==> config.mk <==
export PLATFORM = sky130hd
export DESIGN_NAME = lcd_cmd_sched
export DESIGN_NICKNAME = d
export VERILOG_FILES = /design/src/rtl/lcd_pkg.sv /design/src/rtl/cmd_fifo.sv /design/src/rtl/lcd_cmd_sched.sv
export SDC_FILE = /design/constraint.sdc
export NUM_CORES = 1
export LEC_CHECK = 0
export ABC_AREA = 1
export CAP_MARGIN = 40
export CORE_ASPECT_RATIO = 0.5
export CORE_UTILIZATION = 62
export DETAILED_ROUTE_END_ITERATION = 16
export DONT_BUFFER_PORTS = 1
export PLACE_DENSITY = 0.85
export SETUP_SLACK_MARGIN = 0.4
export SLEW_MARGIN = 25
export SYNTH_ARGS = -nofsm -noshare
export SYNTH_HDL_FRONTEND = slang
export SYNTH_SLANG_ARGS = --single-unit
==> constraint.sdc <==
create_clock -name clk -period 2.3 [get_ports clk]
set_input_delay 0.345 -clock clk [delete_from_list [all_inputs] [get_ports clk]]
set_output_delay 0.345 -clock clk [all_outputs]
set_load 0.1 [all_outputs]
==> src/rtl/lcd_pkg.sv <==
// Shared opcode constants, state encoding and helpers for the LCD command scheduler.
package lcd_pkg;

  localparam int unsigned CMD_W = 4;
  localparam int unsigned CNT_W = 8;

  typedef logic [CMD_W-1:0] cmd_t;

  localparam cmd_t CMD_WRITE     = 4'd0;
  localparam cmd_t CMD_CLEAR     = 4'd1;
  localparam cmd_t CMD_HOME      = 4'd2;
  localparam cmd_t CMD_INVERT    = 4'd3;
  localparam cmd_t CMD_BRIGHT_UP = 4'd4;
  localparam cmd_t CMD_BRIGHT_DN = 4'd5;
  localparam cmd_t CMD_SCROLL_L  = 4'd6;
  localparam cmd_t CMD_SCROLL_R  = 4'd7;
  localparam cmd_t CMD_SCROLL_U  = 4'd8;
  localparam cmd_t CMD_SCROLL_D  = 4'd9;
  localparam cmd_t CMD_MIRROR_X  = 4'd10;
  localparam cmd_t CMD_MIRROR_Y  = 4'd11;

  typedef enum logic [2:0] {
    ST_INIT     = 3'd0,
    ST_IDLE     = 3'd1,
    ST_ISSUE    = 3'd2,
    ST_HOLD     = 3'd3,
    ST_WAIT     = 3'd4,
    ST_FLUSH    = 3'd5,
    ST_FINISHED = 3'd6
  } state_e;

  // Opcodes above CMD_MIRROR_Y are reserved and never reach the controller.
  function automatic logic is_legal(cmd_t c);
    return c <= CMD_MIRROR_Y;
  endfunction

endpackage

==> src/rtl/cmd_fifo.sv <==
// Registered synchronous command FIFO; power-of-two depth, head visible on dout.
module cmd_fifo
  import lcd_pkg::*;
#(
  parameter int unsigned FIFO_DEPTH = 8
) (
  input  logic                              clk,
  input  logic                              reset,
  input  logic                              push,
  input  logic [CMD_W-1:0]                  din,
  input  logic                              pop,
  output logic [CMD_W-1:0]                  dout,
  output logic                              full,
  output logic                              empty,
  output logic [$clog2(FIFO_DEPTH+1)-1:0]   count
);

  localparam int unsigned AW = (FIFO_DEPTH > 1) ? $clog2(FIFO_DEPTH) : 1;
  localparam int unsigned CW = $clog2(FIFO_DEPTH + 1);

  logic [CMD_W-1:0] mem [FIFO_DEPTH];
  logic [AW-1:0]    wr_ptr;
  logic [AW-1:0]    rd_ptr;
  logic             do_push;
  logic             do_pop;

  assign do_push = push && !full;
  assign do_pop  = pop && !empty;
  assign full    = (count == CW'(FIFO_DEPTH));
  assign empty   = (count == '0);
  assign dout    = mem[rd_ptr];

  // Pointers wrap naturally because the depth is a power of two.
  always_ff @(posedge clk or posedge reset) begin
    if (reset) begin
      wr_ptr <= '0;
      rd_ptr <= '0;
      count  <= '0;
      for (int unsigned i = 0; i < FIFO_DEPTH; i++) mem[i] <= '0;
    end else begin
      if (do_push) begin
        mem[wr_ptr] <= din;
        wr_ptr      <= wr_ptr + AW'(1);
      end
      if (do_pop) rd_ptr <= rd_ptr + AW'(1);
      case ({do_push, do_pop})
        2'b10:   count <= count + CW'(1);
        2'b01:   count <= count - CW'(1);
        default: count <= count;
      endcase
    end
  end

endmodule

==> src/rtl/lcd_cmd_sched.sv <==
// Schedules host opcodes to the LCD controller: buffers, paces issues around
// controller busy, and terminates after the final write-back opcode.
module lcd_cmd_sched
  import lcd_pkg::*;
#(
  parameter int unsigned FIFO_DEPTH = 8
) (
  input  logic              clk,
  input  logic              reset,
  input  logic [CMD_W-1:0]  host_cmd,
  input  logic              host_valid,
  output logic              host_ready,
  output logic [CMD_W-1:0]  lcd_cmd,
  output logic              lcd_cmd_valid,
  input  logic              lcd_busy,
  input  logic              lcd_done,
  output logic [CNT_W-1:0]  issued_cnt,
  output logic              err_illegal,
  output logic              sched_done
);

  localparam int unsigned CW = $clog2(FIFO_DEPTH + 1);

  state_e           state;
  state_e           state_nxt;
  logic             xfer;
  logic             fifo_push;
  logic             fifo_pop;
  logic [CMD_W-1:0] fifo_head;
  logic             fifo_full;
  logic             fifo_empty;
  logic [CW-1:0]    fifo_count;
  logic [CW-1:0]    count_nxt;
  logic             write_seen;
  logic             write_seen_nxt;
  logic             ready_nxt;

  assign xfer      = host_valid && host_ready;
  assign fifo_push = xfer && is_legal(host_cmd);
  assign fifo_pop  = (state == ST_ISSUE);

  cmd_fifo #(
    .FIFO_DEPTH (FIFO_DEPTH)
  ) u_fifo (
    .clk   (clk),
    .reset (reset),
    .push  (fifo_push),
    .din   (host_cmd),
    .pop   (fifo_pop),
    .dout  (fifo_head),
    .full  (fifo_full),
    .empty (fifo_empty),
    .count (fifo_count)
  );

  // Next state plus the post-edge view used to register host_ready.
  always_comb begin
    state_nxt      = state;
    count_nxt      = fifo_count + CW'(fifo_push) - CW'(fifo_pop);
    write_seen_nxt = write_seen || (xfer && (host_cmd == CMD_WRITE));
    case (state)
      ST_INIT:     if (!lcd_busy) state_nxt = ST_IDLE;
      ST_IDLE:     if (!fifo_empty && !lcd_busy) state_nxt = ST_ISSUE;
      ST_ISSUE:    state_nxt = (lcd_cmd == CMD_WRITE) ? ST_FLUSH : ST_HOLD;
      ST_HOLD:     state_nxt = ST_WAIT;
      ST_WAIT:     if (!lcd_busy) state_nxt = ST_IDLE;
      ST_FLUSH:    if (lcd_done) state_nxt = ST_FINISHED;
      ST_FINISHED: state_nxt = ST_FINISHED;
      default:     state_nxt = ST_INIT;
    endcase
    ready_nxt = (count_nxt != CW'(FIFO_DEPTH)) && !write_seen_nxt &&
                (state_nxt != ST_FINISHED);
  end

  always_ff @(posedge clk or posedge reset) begin
    if (reset) begin
      state      <= ST_INIT;
      write_seen <= 1'b0;
    end else begin
      state      <= state_nxt;
      write_seen <= write_seen_nxt;
    end
  end

  // Registered outputs; lcd_cmd is captured from the head on entry to ISSUE.
  always_ff @(posedge clk or posedge reset) begin
    if (reset) begin
      host_ready    <= 1'b0;
      lcd_cmd       <= '0;
      lcd_cmd_valid <= 1'b0;
      issued_cnt    <= '0;
      err_illegal   <= 1'b0;
      sched_done    <= 1'b0;
    end else begin
      host_ready    <= ready_nxt;
      lcd_cmd_valid <= (state_nxt == ST_ISSUE);
      sched_done    <= (state_nxt == ST_FINISHED);
      if (state_nxt == ST_ISSUE) lcd_cmd <= fifo_head;
      if (fifo_pop && (issued_cnt != {CNT_W{1'b1}})) issued_cnt <= issued_cnt + CNT_W'(1);
      if (xfer && !is_legal(host_cmd)) err_illegal <= 1'b1;
    end
  end

endmodule

# ---- Word-level counts from Yosys, hierarchy flattened
# Index checks and enable logic that the tools add are counted.
# Widths: inputs -> output; s select.
dict set report word_totals {
  elab_cells 81
  in_bits 9
  ram_bits 0
  latchBits 0
  regBits 62
  rom_bits 0
  n_memories 0
}
dict set report op_classes {
  bitwise_logic 2
  n_div 0
  n_shift 0
  n_eq_ne 14
  mul 0
  n_reduce_logical 23
  n_mux 12
  order_cmp 4
  n_addsub 7
}
# operator n
set ops {}
lappend ops {{$bwmux 32} 1}
lappend ops {{$pmux 3 s6} 1}
lappend ops {{$bmux 4 s3} 1}
lappend ops {{$demux 4 s3} 1}
lappend ops {{$eq 3x3->1 const B} 4}
lappend ops {{$logic_not 4->1} 3}
lappend ops {{$mux 3} 4}
lappend ops {{$mux 4} 3}
lappend ops {{$logic_and 1x1->1} 11}
lappend ops {{$eq 3x2->1 const B} 3}
lappend ops {{$add 8x1->8 const B} 1}
lappend ops {{$ge 4x4->1 const B} 2}
lappend ops {{$ne 8x8->1 const B} 1}
lappend ops {{$not 3->4} 2}
lappend ops {{$pmux 4 s2} 1}
lappend ops {{$add 3x1->3 const B} 2}
lappend ops {{$logic_not 1->1} 5}
lappend ops {{$add 4x1->4} 1}
lappend ops {{$add 4x1->4 const B} 1}
lappend ops {{$eq 4x4->1 const B} 1}
lappend ops {{$le 4x4->1 const B} 1}
lappend ops {{$lt 4x1->1 const B} 1}
lappend ops {{$ne 4x4->1 const B} 1}
lappend ops {{$sub 4x1->4} 1}
lappend ops {{9 further kinds} 9}

# ---- Longest topological paths before layout
# Gate-level depths: netlist (run 1).
dict set report depth {
  depth_word 7
  mapped_depth 16
  depth_no_buf 16
}

# ---- Cells and area by module
# Synthesis (run 1) repeated with hierarchy kept, for this count alone.
dict set report unflattened {
  hier_cells 503
  area_unflattened_um2 3712.3
}
# mod instances cells_per_inst area_each_um2
set by_module_without_submodules {}
lappend by_module_without_submodules {cmd_fifo 1 337 2497.4}
lappend by_module_without_submodules {lcd_cmd_sched 1 166 1214.9}

# ---- Least setup slack after synthesis (run 1)
# No wires, ideal clock.
dict set report synth_path {
  kind {register -> register}
  start {register host_ready}
  end {register u_fifo.count[3]}
  t_arrival_ns 2.496
  path_slack_ns -0.312
  path_stages_with_launch 12
  required_ns 2.184
  path_cell_list {dfrtp_1 > nand2_2 > a21oi_4 > nand2_4 > ha_1 > ha_1 > a21oi_1 > nand2_1 > nand2_1 > nand2_1 > nand2_1 > nand2_1}
}
dict set report synth_between {
  elab_chain_cells 5
  word_cells_on_any_way 7
}
# element line
set synth_lines {}
lappend synth_lines {{start, declared} lcd_cmd_sched.sv:12} ;# output logic host_ready,
lappend synth_lines {{start signal, assigned} lcd_cmd_sched.sv:95} ;# host_ready <= ready_nxt;
lappend synth_lines {{$logic_and 1x1->1 (*)} lcd_cmd_sched.sv:38} ;# assign xfer = host_valid && host_ready;
lappend synth_lines {{$logic_and 1x1->1 (*)} lcd_cmd_sched.sv:39} ;# assign fifo_push = xfer && is_legal(host_cmd);
lappend synth_lines {{$logic_and 1x1->1 (*)} cmd_fifo.sv:27} ;# assign do_push = push && !full;
lappend synth_lines {{$eq 2x1->1 / $eq 2x2->1 (equally long branches)} cmd_fifo.sv:46} ;# case ({do_push, do_pop})
lappend synth_lines {{$pmux 4 s2 / $reduce_bool 2->1 (equally long branches)} --}
lappend synth_lines {{end signal, assigned} cmd_fifo.sv:47} ;# 2'b10: count <= count + CW'(1);
lappend synth_lines {{end signal, assigned} cmd_fifo.sv:48} ;# 2'b01: count <= count - CW'(1);
lappend synth_lines {{end signal, assigned} cmd_fifo.sv:49} ;# default: count <= count;
lappend synth_lines {{end, declared} cmd_fifo.sv:15} ;# output logic [$clog2(FIFO_DEPTH+1)-1:0] count
# Every way passes the cells marked *; elsewhere a longest branch is shown, timed or not.
# A chain may end at the register's enable or synchronous reset.

# ---- Final worst setup path (run 1)
dict set report layout_path {
  start {register state[0]}
  end {register host_ready}
}
dict set report layout_between {
  elab_chain_cells 5
  word_cells_on_any_way 17
}
# element line
set layout_lines {}
lappend layout_lines {{start, declared} lcd_cmd_sched.sv:24} ;# state_e state;
lappend layout_lines {{start signal, assigned} lcd_cmd_sched.sv:80} ;# state <= state_nxt;
lappend layout_lines {{$eq 3x2->1, or another cell as far along} {lcd_cmd_sched.sv:40, lcd_cmd_sched.sv:61}}
lappend layout_lines {{$sub 4x1->4 / $reduce_or 2->1 (equally long branches)} --}
lappend layout_lines {{$ne 4x4->1 / $pmux 3 s6 (equally long branches)} {lcd_cmd_sched.sv:71, lcd_cmd_sched.sv:61}}
lappend layout_lines {{$logic_and 1x1->1 / $ne 3x3->1 (equally long branches)} {lcd_cmd_sched.sv:71, lcd_cmd_sched.sv:72}}
lappend layout_lines {{$logic_and 1x1->1 (*)} lcd_cmd_sched.sv:71} ;# ready_nxt = (count_nxt != CW'(FIFO_DEPTH)) && !write_seen_nxt &&
lappend layout_lines {{named net ready_nxt} lcd_cmd_sched.sv:36} ;# logic ready_nxt;
# Mark *: on every way through the listed nets, which the timed path passes. The rest lies on a longest branch.

==> results.json, run 1 <==
{
  "tns_ns": 0,
  "ios": 25,
  "pre_cts_ws_ns": 0.0883,
  "slew_headroom_pct": 41.0,
  "max-cap-violations": 0,
  "rr_startpoint": "state[0]",
  "postSynthAreaPerCell_sq_um": 7.64,
  "drtPass1Iterations": 5,
  "grt-ovfl-total": 0,
  "ir_drop_uv": 1150,
  "placementRows": 18,
  "ys_ff_latch": 62,
  "fin_nets": 516,
  "worstPathRequired_ns": 2.53,
  "skew_ns": 0.0106,
  "arrival_ns": 2.47,
  "fmax_mhz": 447,
  "leakage_nw": 2.16,
  "synth_edf_count": 0,
  "synth_area_sq_um": 3470,
  "drive_gt1_share_pct": 19.0,
  "yosysTopAreaCell": "dfrtp_1",
  "yosysSeqAreaShare_pct": 44.7,
  "synth_common_cells": "175 x nand2_1, 69 x nand3_1, 62 x dfrtp_1",
  "htree_levels": 3,
  "numPortBuffers": 0,
  "cts_tree": "built",
  "synth.distinct_cells": 31,
  "syn_inst": 454,
  "root_buffer": "clkbuf_8",
  "critPathCaptureType": "register",
  "setup_viol_count_final": 0,
  "finalCritPeriodShare_pct": 97.3,
  "synth_warnings": 0,
  "critical_path.max_fanout": 2,
  "clkLatencyLatePin_ns": 0.35,
  "cts_sinks": 62,
  "totalWireLength_um": 9030,
  "die_x_um": 108,
  "grt_max_degree": 63,
  "area_growth_pct": 17.1,
  "worst_r2r_endpoint": "host_ready",
  "synthArstFlopShare_pct": 100,
  "grt_pass1_vias": 2942,
  "chipHeight_um": 54.9,
  "initial_core_util_pct": 67.2,
  "via_per_inst": 5.64,
  "maxSlewViolCount": 0,
  "report.final.hold_viol_count": 0,
  "syn-num-nets": 476,
  "critPathCapture": "host_ready",
  "yosys-top-cells-area": "dfrtp_1 45%, nand2_1 19%, nand3_1 10%, inv_1 6.2%, ha_1 4.0%",
  "place.gp.congestion": 0.928,
  "power_density_nw_per_um2": 1460,
  "worstHoldPathType": "primary input to register",
  "r2r_slack_ns": 0.06,
  "drc": 0,
  "status": "complete, no violations",
  "tightest_slew_ns": 0.885,
  "rsz0062_at_grt": "yes",
  "min_period_ns": 2.24,
  "cp-startpoint": "state[0]",
  "antenna_found_initial": 0,
  "clk_pin_slew_ns": 0.07,
  "critPathLaunchType": "register",
  "cts_buffer_depth": 2,
  "vias": 3211,
  "reg2regPathDepth": 15,
  "ys.flop_type": "dfrtp_1",
  "ant_nets": 0,
  "diodes": 0,
  "gr-usage-all-layers_pct": 31.5,
  "place_hpwl_um": 5260,
  "cts-buffers-inserted": 9,
  "coreArea_sq_um": 5160,
  "yosysMostFrequentCell": "nand2_1",
  "drt_iter0_markers": 203,
  "finalWorstSetupSlack_ns": 0.0628,
  "path_class": "register to register",
  "synth_top_area_share_pct": 44.7,
  "dieArea_sq_um": 5910,
  "grt_pass1_wl_um": 13600,
  "wire_per_inst_um": 15.9
}
==> worst min-delay path by stage <==
stage / from / end / cells after the start
finish: host_cmd[3] / u_fifo.mem[23] / 2
global route: host_cmd[3] / u_fifo.mem[23] / 2
CTS: host_cmd[3] / u_fifo.mem[23] / 2
detailed placement: reset / sched_done / 2
global placement: reset / sched_done / 2
floorplan: write_seen / write_seen / 1
==> metal layers <==
layer	wire, um	up-vias	GRT usage [%]
li1	-	1511	-
met1	3780	1508	40.1
met2	4220	166	53.4
met3	862	26	7.62
met4	172	0	12.6
met5	0	-	0
==> placed cells by master, fill, tap and decap left out, types with 4 or more instances in the layout <==
| cell | instances |
|---|---|
| buf_4 | 35 |
| clkbuf_8 | 9 |
| clkinv_1 | 6 |
| clkinv_2 | 4 |
| dfrtp_1 | 57 |
| dfrtp_2 | 5 |
| ha_1 | 6 |
| inv_1 | 45 |
| inv_2 | 13 |
| nand2_1 | 172 |
| nand3_1 | 67 |
| nand4_1 | 11 |
| nor2_1 | 13 |
| o21ai_0 | 4 |
| xor2_1 | 7 |
==> worst max-delay path, stage by stage, from the launching register on <==
cell     delay (ns)
dfrtp_1        0.40
inv_2          0.07
nand2_2        0.06
inv_2          0.09
nand2_4        0.07
nor2_4         0.12
inv_2          0.06
nand2_1        0.07
ha_2           0.19
inv_2          0.04
fa_1           0.50
nand2_1        0.09
nor3_2         0.11
nand3_1        0.09
nand2_1        0.11
inv_2          0.05
==> stage by stage <==
stage / cells / util (%) / cell area [sq um] / hold slack (ns) / power, mW
after floorplan: 454 / - / 3500 / 0.442 / 4.04
after global placement: 531 / 70.9 / 3660 / 0.321 / 4.52
final: 569 / 78.7 / 4060 / 0.119 / 5.92
after detailed placement: 531 / 70.9 / 3660 / 0.320 / 4.61
after global routing: 569 / 78.7 / 4060 / 0.119 / 6.33
after CTS: 560 / 76.4 / 3940 / 0.120 / 5.57
==> final cells by class <==
class                   count  area (sq um)
clock buffers              11           131
repair buffers             40           319
fillers                   339          1100
flip-flops and latches     62          1560
inverters                  64           240
well taps                  70          87.6
multi-input cells         317          1700
clock inverters             5          27.5
==> cell families after synthesis <==
group	after synthesis	synth area share [%]
and+or+nand+nor	282	36.2
buffers and inverters	75	9.20
DFF	62	44.7
AOI/OAI and AO/OA	14	2.74
adders and majority gates	13	5.12
xor gates and xnor gates	8	2.02
==> state kept, by name, indices dropped and copies added, names as in the netlist <==
register and cells:
u_fifo.mem 32, issued_cnt 8, lcd_cmd 4, u_fifo.count 4, state 3, u_fifo.rd_ptr 3, u_fifo.wr_ptr 3, err_illegal 1
host_ready 1, lcd_cmd_valid 1, sched_done 1, write_seen 1
==> repair_timing <==
item	4_1_cts	5_1_grt
setup buffers	12	8
pin swaps	5	15
hold buffers	1	0
endpoints found under the setup margin	4	4
hold endpoints to repair	62	0
resized for setup	16	17
==> power by group <==
group | internal [mW] | total [mW] | switching [mW] | leakage [nW]
Combinational | 1.02 | 3.15 | 2.13 | 1.30
Clock | 0.383 | 0.817 | 0.434 | 0.0829
Sequential | 1.55 | 1.95 | 0.402 | 0.782
Total | 2.95 | 5.92 | 2.97 | 2.16
No activity file was read; power rests on OpenSTA's default activity.
==> run 2: changes to the inputs <==
- ABC_AREA: 1 -> default
- CORE_MARGIN: default -> 2
==> results.json, run 2 <==
{
  "status": "finished, violations left",
  "violations": "setup timing",
  "cts-buffers-inserted": 9,
  "synth_top_area_share_pct": 49.7,
  "synth.distinct_cells": 51,
  "layout_commonest_cell": "dfrtp_1",
  "slowest_stage": "or4_4",
  "numPortBuffers": 0,
  "placementRows": 18,
  "synth_edf_count": 0,
  "hold_slack_ns": 0.136,
  "htree_levels": 3,
  "slew_headroom_pct": 39.3,
  "drt_iter0_markers": 181,
  "path_delay_family": "simple AND/OR/NAND/NOR gates",
  "path_class": "register to register",
  "synthMuxAreaShare_pct": 19.7,
  "largest_register_ffs": 32,
  "critPathLaunchType": "register",
  "synthArstFlopShare_pct": 100,
  "wire_per_inst_um": 21.8,
  "area_growth_pct": 29.1,
  "totalWireLength_um": 8140,
  "synth-simple-area-share_pct": 11.2,
  "finalWorstSetupSlack_ns": -0.0505,
  "critical_path.max_fanout": 4,
  "skew_ns": 0.00696,
  "synth_warnings": 0,
  "tightest_slew_ns": 0.911,
  "coreArea_sq_um": 4890,
  "max-cap-violations": 0,
  "setup_viol_count_final": 1,
  "ant_nets": 0,
  "drc": 0,
  "yosysTopAreaCell": "dfrtp_1",
  "die_x_um": 104,
  "drtPass1Iterations": 4,
  "min_period_ns": 2.35,
  "fin_nets": 320,
  "root_buffer": "clkbuf_8",
  "slowest_delay_ns": 0.44,
  "clkLatencyLatePin_ns": 0.35,
  "ios": 25,
  "biggestRegsByFlops": "u_fifo.mem: 32 flops, issued_cnt: 8 flops",
  "rsz0062_at_grt": "yes",
  "ys.flop_type": "dfrtp_1",
  "grt-ovfl-total": 0,
  "synth_area_sq_um": 3120,
  "diodes": 0,
  "finalCritPeriodShare_pct": 102,
  "arrival_ns": 2.64,
  "ir_drop_uv": 802,
  "grt_max_degree": 31,
  "synth_compound_area_share_pct": 7.50,
  "leakage_nw": 1.79,
  "fmax_mhz": 425,
  "syn_inst": 249,
  "pre_cts_ws_ns": -0.127,
  "postSynthAreaPerCell_sq_um": 12.5,
  "vias": 2383,
  "cts_tree": "built",
  "grt_pass1_vias": 2281,
  "drive_gt1_share_pct": 52.1,
  "synth_xor_area_share_pct": 2.81,
  "gr-usage-all-layers_pct": 26.9,
  "dieArea_sq_um": 5650,
  "maxSlewViolCount": 0,
  "worst-path-buf-inv": 2,
  "antenna_found_initial": 0,
  "place.gp.congestion": 0.778,
  "initial_core_util_pct": 63.9,
  "cts_buffer_depth": 2,
  "yosysMostFrequentCell": "dfrtp_1",
  "worstHoldPathType": "primary input to register",
  "synth_top_family_by_area": "multiplexers",
  "report.final.hold_viol_count": 0,
  "ys_ff_latch": 62,
  "critPathCaptureType": "register",
  "yosysSeqAreaShare_pct": 49.7,
  "synth_fa_ha_area_share_pct": 5.69,
  "yosys-top-cells-area": "dfrtp_1 50%, mux2_2 13%, mux4_2 5.8%, ha_1 4.4%, inv_1 1.9%",
  "top_register": "u_fifo.mem",
  "place_hpwl_um": 4440,
  "synth_common_cells": "62 x dfrtp_1, 35 x mux2_2, 16 x inv_1, 16 x nand2_1, 11 x ha_1",
  "worstPathRequired_ns": 2.59,
  "chipHeight_um": 54.2,
  "via_per_inst": 6.39,
  "clk_pin_slew_ns": 0.07,
  "grt_pass1_wl_um": 11300,
  "power_density_nw_per_um2": 1540,
  "layout_common_cells": "53 x dfrtp_1, 36 x buf_4, 19 x mux2_4",
  "cpMostUsedCell": "ha_4",
  "syn-num-nets": 271,
  "critical_path.cell_chain": "inv_2 -> ha_4 -> nor3b_4 -> nor2_4 -> ha_4 -> buf_12 -> ha_4 -> a21oi_2 -> or4_4 -> nand3_2",
  "cts_sinks": 62
}
==> run 2: repair_timing <==
action,4_1_cts,5_1_grt
endpoints found under the setup margin,22,35
setup buffers,9,9
resized for setup,24,40
endpoints found under the hold margin,28,0
cloned,1,0
hold buffers,1,0
pin swaps,13,18
==> run 2: through the flow <==
stage | utilization, % | instance area (sq um) | total power [mW] | instances | TNS, ns
after global placement | 70.7 | 3460 | 4.40 | 336 | 0
after CTS | 77.6 | 3790 | 5.66 | 363 | 0
after global routing | 82.4 | 4030 | 6.45 | 373 | -0.138
after detailed placement | 70.7 | 3460 | 4.56 | 336 | -0.127
final | 82.4 | 4030 | 6.20 | 373 | -0.0505
after floorplan | - | 3230 | 3.95 | 249 | -0.134
==> run 2: cell families after synthesis <==
family | count (synthesis)
AO/OA/AOI/OAI | 33
XOR/XNOR | 10
adder cells (fa/ha/maj) | 13
buffers and inverters | 25
flip-flops | 62
multiplexers | 47
AND/OR/NAND/NOR | 59
==> run 2: cell type report <==
cell class | count | area, sq um
Timing Repair Buffer | 46 | 383
Fill cell | 227 | 858
Clock inverter | 7 | 51.3
Clock buffer | 9 | 124
Inverter | 16 | 72.6
Sequential cell | 62 | 1560
Tap cell | 70 | 87.6
Multi-Input combinational cell | 163 | 1750
==> run 2: path summary, 6_finish.rpt <==
check | endpoint | depth (start not counted) | slack [ns] | from
max | u_fifo.count[3] | 10 | -0.05 | u_fifo.count[2]
min | u_fifo.mem[13] | 1 | 0.14 | host_cmd[1]
max reg2reg | u_fifo.count[3] | 10 | -0.05 | u_fifo.count[2]
min reg2reg | u_fifo.mem[28] | 1 | 0.51 | u_fifo.mem[28]
max in group asynchronous | u_fifo.count[1] | 3 | 0.99 | reset
min in group asynchronous | err_illegal | 2 | 0.55 | reset
==> run 2: power breakdown <==
part	leakage, nW	internal [mW]	switching (mW)
combinational	0.948	1.50	1.74
clock	0.0735	0.388	0.463
sequential	0.767	1.57	0.542
==> run 2: layer usage <==
metal  part of all wire [%]  track usage [%]
met1                     40             31.9
met2                     49             47.2
met3                    7.1             8.47
met4                    3.6             11.9
met5                      0                0
